===== config.mk =====
export PLATFORM = sky130hd
export DESIGN_NAME = mult_seq
export DESIGN_NICKNAME = d
export VERILOG_FILES = /design/src/rtl/mult_pkg.sv /design/src/rtl/mult_dp.sv /design/src/rtl/mult_seq.sv
export SDC_FILE = /design/constraint.sdc
export NUM_CORES = 1
export LEC_CHECK = 0
export ABC_AREA = 1
export ABC_CLOCK_PERIOD_IN_PS = 5700
export BUFFER_PORTS_ARGS = -buffer_cell sky130_fd_sc_hd__buf_2
export CORE_MARGIN = 2
export CORE_UTILIZATION = 25
export CTS_BUF_LIST = sky130_fd_sc_hd__clkbuf_8
export DETAILED_ROUTE_END_ITERATION = 7
export GPL_TIMING_DRIVEN = 0
export MAX_ROUTING_LAYER = met4
export PLACE_DENSITY = 0.48
export SLEW_MARGIN = 25
export SYNTH_ARGS = -nofsm -noshare
export SYNTH_HDL_FRONTEND = slang
export SYNTH_SLANG_ARGS = --single-unit

===== constraint.sdc =====
create_clock -name ck -period 5.7 [get_ports ck]
set_input_delay 0 -clock ck [delete_from_list [all_inputs] [get_ports ck]]
set_output_delay 0 -clock ck [all_outputs]
set_load 0.1 [all_outputs]

===== src/rtl/mult_pkg.sv =====
// Shared definitions for the sequential multiplier: FSM states, iteration
// count, reserved bank addresses and the destination legality check.
package mult_pkg;

  typedef enum logic [2:0] {
    S_IDLE  = 3'd0,
    S_FETCH = 3'd1,
    S_RUN   = 3'd2,
    S_WRLO  = 3'd3,
    S_WRHI  = 3'd4,
    S_DONE  = 3'd5
  } mstate_t;

  localparam int ITER = 32;

  localparam logic [3:0] REG_ZERO   = 4'h0;
  localparam logic [3:0] REG_COUT   = 4'hF;
  localparam logic [3:0] REG_LASTWR = 4'hD;

  // dst and dst+1 must both be writable bank registers
  function automatic logic dst_ok(input logic [3:0] dst);
    return (dst != REG_ZERO) && (dst != REG_COUT) && (dst <= REG_LASTWR);
  endfunction

endpackage


===== src/rtl/mult_dp.sv =====
// Shift-add datapath: multiplicand M, accumulator A and multiplier/low-product Q.
// The adder carry is folded directly into the right shift each step.
module mult_dp (
  input  logic        ck,
  input  logic        rb,
  input  logic        clr_i,
  input  logic        cap_i,
  input  logic        step_i,
  input  logic [31:0] m_in_i,
  input  logic [31:0] q_in_i,
  output logic [31:0] a_o,
  output logic [31:0] q_o,
  output logic [31:0] q_nxt_o
);

  logic [31:0] m_q, a_q, q_q;
  logic [31:0] m_d, a_d, q_d;
  logic [32:0] sum_s;

  always_comb begin
    if (q_q[0]) begin
      sum_s = {1'b0, a_q} + {1'b0, m_q};
    end else begin
      sum_s = {1'b0, a_q};
    end
  end

  always_comb begin
    m_d = m_q;
    a_d = a_q;
    q_d = q_q;
    if (clr_i) begin
      m_d = 32'd0;
      a_d = 32'd0;
      q_d = 32'd0;
    end else if (cap_i) begin
      m_d = m_in_i;
      a_d = 32'd0;
      q_d = q_in_i;
    end else if (step_i) begin
      a_d = sum_s[32:1];
      q_d = {sum_s[0], q_q[31:1]};
    end else begin
      m_d = m_q;
    end
  end

  always_ff @(posedge ck or negedge rb) begin
    if (!rb) begin
      m_q <= 32'd0;
      a_q <= 32'd0;
      q_q <= 32'd0;
    end else begin
      m_q <= m_d;
      a_q <= a_d;
      q_q <= q_d;
    end
  end

  assign a_o     = a_q;
  assign q_o     = q_q;
  assign q_nxt_o = {sum_s[0], q_q[31:1]};

endmodule


===== src/rtl/mult_seq.sv =====
// Multiply sequencer: fetches two bank operands, runs 32 shift-add steps and
// writes the 64-bit product to dst/dst+1 through registered bank port drives.
module mult_seq
  import mult_pkg::*;
(
  input  logic        ck,
  input  logic        rb,
  input  logic        start,
  input  logic [3:0]  srca,
  input  logic [3:0]  srcb,
  input  logic [3:0]  dst,
  output logic        busy,
  output logic        done,
  output logic        err,
  output logic        bk_load,
  output logic [3:0]  bk_dest,
  output logic [3:0]  bk_srcs,
  output logic [3:0]  bk_srct,
  output logic [31:0] bk_inp,
  input  logic [31:0] bk_outs,
  input  logic [31:0] bk_outt,
  input  logic        bk_tzro
);

  localparam logic [4:0] CNT_LAST = 5'(ITER - 1);

  mstate_t     state_q, state_d;
  logic [4:0]  cnt_q, cnt_d;
  logic [3:0]  dst_q, dst_d;
  logic        busy_q, busy_d, done_q, done_d, err_q, err_d, load_q, load_d;
  logic [3:0]  dest_q, dest_d, srcs_q, srcs_d, srct_q, srct_d;
  logic [31:0] inp_q, inp_d;
  logic        dp_clr_s, dp_cap_s, dp_step_s;
  logic [31:0] a_s, q_s, q_nxt_s;

  mult_dp u_dp (
    .ck      (ck),
    .rb      (rb),
    .clr_i   (dp_clr_s),
    .cap_i   (dp_cap_s),
    .step_i  (dp_step_s),
    .m_in_i  (bk_outs),
    .q_in_i  (bk_outt),
    .a_o     (a_s),
    .q_o     (q_s),
    .q_nxt_o (q_nxt_s)
  );

  // Output registers are loaded one cycle ahead so each state sees its drive.
  always_comb begin
    state_d   = state_q;
    cnt_d     = cnt_q;
    dst_d     = dst_q;
    busy_d    = busy_q;
    done_d    = 1'b0;
    err_d     = 1'b0;
    load_d    = 1'b0;
    dest_d    = dest_q;
    srcs_d    = srcs_q;
    srct_d    = srct_q;
    inp_d     = 32'd0;
    dp_clr_s  = 1'b0;
    dp_cap_s  = 1'b0;
    dp_step_s = 1'b0;
    case (state_q)
      S_IDLE: begin
        if (start && dst_ok(dst)) begin
          srcs_d  = srca;
          srct_d  = srcb;
          dst_d   = dst;
          busy_d  = 1'b1;
          state_d = S_FETCH;
        end else if (start) begin
          err_d = 1'b1;
        end else begin
          state_d = S_IDLE;
        end
      end
      S_FETCH: begin
        cnt_d = 5'd0;
        if (bk_tzro || (bk_outs == 32'd0)) begin
          dp_clr_s = 1'b1;
          load_d   = 1'b1;
          dest_d   = dst_q;
          state_d  = S_WRLO;
        end else begin
          dp_cap_s = 1'b1;
          state_d  = S_RUN;
        end
      end
      S_RUN: begin
        dp_step_s = 1'b1;
        cnt_d     = cnt_q + 5'd1;
        // Low word is taken from the step completing on this same edge
        if (cnt_q == CNT_LAST) begin
          load_d  = 1'b1;
          dest_d  = dst_q;
          inp_d   = q_nxt_s;
          state_d = S_WRLO;
        end else begin
          state_d = S_RUN;
        end
      end
      S_WRLO: begin
        load_d  = 1'b1;
        dest_d  = dst_q + 4'd1;
        inp_d   = a_s;
        state_d = S_WRHI;
      end
      S_WRHI: begin
        done_d  = 1'b1;
        busy_d  = 1'b0;
        state_d = S_DONE;
      end
      S_DONE: begin
        dp_clr_s = 1'b1;
        cnt_d    = 5'd0;
        state_d  = S_IDLE;
      end
      default: begin
        busy_d  = 1'b0;
        state_d = S_IDLE;
      end
    endcase
  end

  always_ff @(posedge ck or negedge rb) begin
    if (!rb) begin
      state_q <= S_IDLE;
      cnt_q   <= 5'd0;
      dst_q   <= 4'd0;
      busy_q  <= 1'b0;
      done_q  <= 1'b0;
      err_q   <= 1'b0;
      load_q  <= 1'b0;
      dest_q  <= 4'd0;
      srcs_q  <= 4'd0;
      srct_q  <= 4'd0;
      inp_q   <= 32'd0;
    end else begin
      state_q <= state_d;
      cnt_q   <= cnt_d;
      dst_q   <= dst_d;
      busy_q  <= busy_d;
      done_q  <= done_d;
      err_q   <= err_d;
      load_q  <= load_d;
      dest_q  <= dest_d;
      srcs_q  <= srcs_d;
      srct_q  <= srct_d;
      inp_q   <= inp_d;
    end
  end

  assign busy    = busy_q;
  assign done    = done_q;
  assign err     = err_q;
  assign bk_load = load_q;
  assign bk_dest = dest_q;
  assign bk_srcs = srcs_q;
  assign bk_srct = srct_q;
  assign bk_inp  = inp_q;

  logic unused_s;
  assign unused_s = ^q_s;

endmodule

; After elaboration in Yosys (flattened, before gate mapping)
; Index checks and enable logic that the tools add are counted.
[word_totals]
ff_bits = 156
word_cells = 79
in_bits = 80
[op_classes]
add_sub_neg = 3
reduce_logical = 16
muxes = 33
bitwise_logic = 1
n_lt_le_gt_ge = 1
eq_ne = 11
[op_table]
columns = operator, count
row1 = $mux 32, 9
row2 = $pmux 32 s2, 1
row3 = $add 32x32->33, 1
row4 = $mux 33, 1
row5 = $logic_not 32->1, 1
row6 = $pmux 3 s5, 1
row7 = $mux 1, 12
row8 = $pmux 4 s3, 1
row9 = $pmux 5 s2, 1
row10 = $mux 4, 2
row11 = $eq 3x2->1 const B, 2
row12 = $eq 3x3->1 const B, 2
row13 = $mux 3, 2
row14 = $ne 2x2->1 const B, 3
row15 = $reduce_bool 3->1, 2
row16 = $add 5x1->5 const B, 1
row17 = $eq 5x5->1 const B, 1
row18 = $add 4x1->4 const B, 1
row19 = $le 4x4->1 const B, 1
row20 = $ne 4x4->1 const B, 1
row21 = $pmux 1 s2, 2
row22 = $reduce_and 2->1, 2
row23 = $reduce_bool 2->1, 2
row24 = $reduce_bool 4->1, 1
row25 = 10 further kinds, 12

; Logic depth before layout (Yosys ltp)
[logic_depth]
word_depth = 6
ltp_mapped = 13
depth_no_buf = 13

; By module
; From an unflattened synthesis, not the netlist that was laid out.
[hier_totals]
hier_cells = 1299
area_unflattened_um2 = 9598.0
[modules_own_cells]
columns = mod, area_per_inst_um2, seq_area_each_um2, n_inst, cells_per_inst
row1 = mult_dp, 6924.1, 2402.3, 1, 1023
row2 = mult_seq, 2673.8, 1501.4, 1, 276

; Worst setup path before layout
; No wires, ideal clock.
[synth_path]
kind = register -> register
startpoint = reg u_dp.a_q[0] (netlist: u_dp.a_o[0])
endpoint = reg u_dp.a_q[15] (netlist: u_dp.a_o[15])
arrival_time_ns = 1.768
synth_period_minus_slack_ns = 1.899
setup_time_ns = 0.130
path_stages_with_launch = 13
path_slack_ns = 3.801
cell_sequence = dfrtp_1 -> ha_1 -> fa_1 -> nand3_1 -> nand3_1 -> nand2_1 -> nand2_1 -> nand2_1 -> nand2_1 -> nand2_1 -> nand2_1 -> o21ai_0 -> o21ai_0
[synth_via]
elab_chain_cells = 5
[synth_rtl]
columns = element, line_no
row1 = start: declaration, mult_dp.sv:16  ; logic [31:0] m_q, a_q, q_q;
row2 = start signal: assignment, mult_dp.sv:51  ; a_q <= 32'd0;
row3 = start signal: assignment, mult_dp.sv:55  ; a_q <= a_d;
row4 = $add 32x32->33, mult_dp.sv:22  ; sum_s = {1'b0, a_q} + {1'b0, m_q};
row5 = $mux 33, mult_dp.sv:21  ; if (q_q[0]) begin
row6 = $mux 32, mult_dp.sv:40  ; end else if (step_i) begin
row7 = $mux 32, mult_dp.sv:36  ; end else if (cap_i) begin
row8 = $mux 32, mult_dp.sv:32  ; if (clr_i) begin
; No other way between the ends. The select of a mux whose other input is x is not followed.
; A chain may end at the register's enable or synchronous reset.

; Final worst setup path
[layout_path]
startpoint = reg u_dp.m_q[0]
endpoint = reg u_dp.a_q[27] (netlist: u_dp.a_o[27])
[layout_via]
elab_chain_cells = 5
[layout_rtl]
columns = element, line_no
row1 = start: declaration, mult_dp.sv:16
row2 = start signal: assignment, mult_dp.sv:54  ; m_q <= m_d;
row3 = $add 32x32->33, mult_dp.sv:22
row4 = $mux 33, mult_dp.sv:21
row5 = $mux 32, mult_dp.sv:40
row6 = $mux 32, mult_dp.sv:36
row7 = $mux 32, mult_dp.sv:32
; No other way between the ends. The select of a mux whose other input is x is not followed.

==> results.py <==
metrics = {
    "logic_synthesis": {
        "synth-adder-area-share_pct": 4.95,
        "synth_xor_area_share_pct": 1.61,
        "synthTopCellsByCount": "nand2_1 (345), inv_1 (276), dfrtp_1 (156)",
        "synth_compound_gate_area_share_pct": 16.2,
        "synthArstFlopShare_pct": 100,
        "ys_types": 36,
        "synthesis.area_um2": 9250,
        "syn-instance-count": 1240,
        "synth-edff-count": 0,
        "yosysMostFrequentCell": "nand2_1",
        "synth_fp_nets": 1356,
        "synth-simple-area-share_pct": 21.0,
        "synth_seq_area_share_pct": 42.2,
        "yosysTopAreaCell": "dfrtp_1",
        "syn_area_per_cell_um2": 7.46,
        "synth_top_family_by_area": "simple AND/OR/NAND/NOR gates",
        "ys_ff_latch": 156,
        "synth_mux_area_share_pct": 0,
        "synth_ff_type": "dfrtp_1",
        "yosys-top-cells-area": "dfrtp_1 (42%), nand2_1 (14%), inv_1 (11%), ha_1 (4.7%), o22ai_1 (4.4%)",
        "synth_warnings": 0,
        "synth_top_cell_area_share_pct": 42.2,
    },
    "cts": {
        "post_cts_buffers": 0,
        "numCtsBuffers": 17,
        "cts_tree": "yes",
        "post_cts_resized": 0,
        "cts_buffer_depth": 2,
        "htreeDepth": 4,
        "hold_buffers": 79,
        "root_buffer": "clkbuf_8",
        "cts.clk_slew.worst_paths_ns": 0.09,
        "clk_latency_ns": 0.46,
        "clock-sinks": 156,
    },
    "critical_path": {
        "start_kind": "flop",
        "path_class": "reg2reg",
        "path_cells": "ha_1 -> fa_1 -> nand3_1 -> nand3_1 -> nand3_1 -> nand3_1 -> nand2_1 -> nand2_1 -> nand2_1 -> nand3_1 -> nand2_1 -> nand2_1",
        "arrival_ns": 2.65,
        "crit_fanout": 4,
        "slowest_delay_ns": 0.47,
        "timing.critical_path.required_ns": 6.05,
        "endpoint_kind": "flop",
        "cpMaxStageDelayCell": "fa_1",
    },
    "floorplanning": {
        "die_width_um": 196,
        "dieArea_um2": 38500,
        "start_util_pct": 25.3,
        "io_pins": 128,
        "die_y_um": 196,
        "coreArea_um2": 36500,
        "row_count": 70,
    },
    "global_routing": {
        "grt_pass1_wl_um": 46400,
        "grt_remaining_overflow": 0,
        "track_usage_pct": 16.1,
        "antenna_found_initial": 0,
        "grt_pass1_vias": 8631,
        "grt_max_degree": 83,
    },
    "timing": {
        "rsz0062_at_grt": "false",
        "setup_violations": 0,
        "hold_violations": 0,
        "worst-slew-pin-transition_ns": 0.612,
        "finalMaxSlewViolations": 0,
        "min_period_ns": 2.30,
        "skew_ns": 0.0163,
        "fmax_mhz": 435,
        "slew_headroom_pct": 59.0,
        "finalSetupTns_ns": 0,
        "min_period_over_period_pct": 40.3,
    },
    "cells_and_area": {
        "area_growth_pct": 26.3,
        "drive_gt1_share_pct": 15.5,
        "fin_nets": 1582,
        "antennaDiodeCount": 0,
    },
    "hold_path": {
        "min_path_type": "in2reg",
    },
    "routing": {
        "via_per_inst": 4.34,
        "wirelength_um": 29200,
        "route.detailed.drc": 0,
        "drt_iter0_drc": 396,
        "routedWlPerCell_um": 15.0,
        "ant_nets": 0,
        "vias": 8445,
        "firstDrtPassIters": 5,
    },
    "run": {
        "maxCapViolations": 0,
    },
    "place": {
        "gp_congestion": 0.909,
        "dp_hpwl_um": 22700,
        "placement.io_buffers": 127,
    },
    "status": {
        "status": "complete, no violations",
    },
    "power": {
        "irDropWorstVdd_mv": 0.238,
        "leakage_nw": 6.36,
        "power_mw": 5.23,
        "cellPowerDensity_nw_per_um2": 448,
    },
}
power breakdown:
| group | total, mW | internal, mW | switching (mW) |
|---|---|---|---|
| combinational | 2.71 | 0.828 | 1.88 |
| sequential | 1.68 | 1.45 | 0.239 |
| clock | 0.836 | 0.365 | 0.471 |
| total | 5.23 | 2.64 | 2.60 |
final timing paths:
check / startpoint / endpoint / slack (ns) / depth (start not counted)
max: u_dp.m_q[0] / u_dp.a_o[27] / 3.40 / 12
min: bk_tzro / state_q[0] / 0.09 / 5
max reg2reg: u_dp.m_q[0] / u_dp.a_o[27] / 3.40 / 12
min reg2reg: cnt_q[3] / cnt_q[3] / 0.47 / 1
max in group asynchronous: rb / bk_srct[3] / 4.78 / 3
min in group asynchronous: rb / bk_inp[8] / 0.10 / 2
through the flow:
| step | hold WS [ns] | cell area (µm²) | cells | setup slack [ns] | util (%) |
|---|---|---|---|---|---|
| after CTS | 0.0462 | 11700 | 1947 | 3.39 | 32.0 |
| after detailed placement | 0.0191 | 10500 | 1836 | 3.41 | 28.8 |
| after floorplan | -0.296 | 9250 | 1240 | 3.80 | - |
| after global placement | 0.245 | 10500 | 1835 | 2.10 | 28.7 |
| after global routing | 0.105 | 11700 | 1947 | 3.19 | 32.0 |
| final | 0.0860 | 11700 | 1947 | 3.40 | 32.0 |
worst max-delay path, delay by kind of cell, from the launching register on:
kind                     cells  cell delay, ns
adder cells (fa/ha/maj)      2            0.74
flip-flops                   1            0.42
AND/OR/NAND/NOR             10            1.04
flip-flops by register name, indices dropped and copies added, names as in the netlist:
name	cells
u_dp.q_o	32
bk_dest	4
bk_srct	4
bk_load	1
bk_srcs	4
cnt_q	5
state_q	3
u_dp.m_q	32
dst_q	4
err	1
bk_inp	32
done	1
u_dp.a_o	32
busy	1
layout make-up:
| type | count | area [µm²] |
|---|---|---|
| fillers | 3918 | 24800 |
| well taps | 468 | 586 |
| clock inverters | 14 | 138 |
| plain buffers | 37 | 241 |
| inverters | 281 | 1060 |
| repair buffers | 207 | 1460 |
| flip-flops and latches | 156 | 3900 |
| multi-input cells | 766 | 4040 |
| clock buffers | 18 | 248 |
kinds of logic (layout without fill, tap and decap cells):
kind of cell             after synthesis  count (layout)
AND/OR/NAND/NOR                      476             476
buffers and inverters                318             557
AO/OA/AOI/OAI                        237             237
flip-flops                           156             156
adder cells (fa/ha/maj)               36              36
XOR/XNOR                              17              17
per-layer routing:
metal  vias to the layer above  global-route usage, %  share of wire, %
li1                       4332                      -                 -
met1                      3905                   20.7                47
met2                       176                   26.1                47
met3                        32                   2.17               3.5
met4                         0                   5.16               2.5
met5                         -                      -                 0
cell usage in the layout, fill, tap and decap left out, types with 11 or more instances in the layout:
master,n
dfrtp_1,156
clkbuf_8,18
inv_1,276
nand2_1,345
ha_1,35
nand3_1,50
dlygate4sd3_1,79
xor2_1,13
a21oi_1,50
nand4_1,11
o22ai_1,65
o21ai_2,28
o21bai_1,31
buf_6,11
buf_2,142
nor2_1,53
o21ai_0,55
Note: power is estimated with default switching activity, not from simulation.
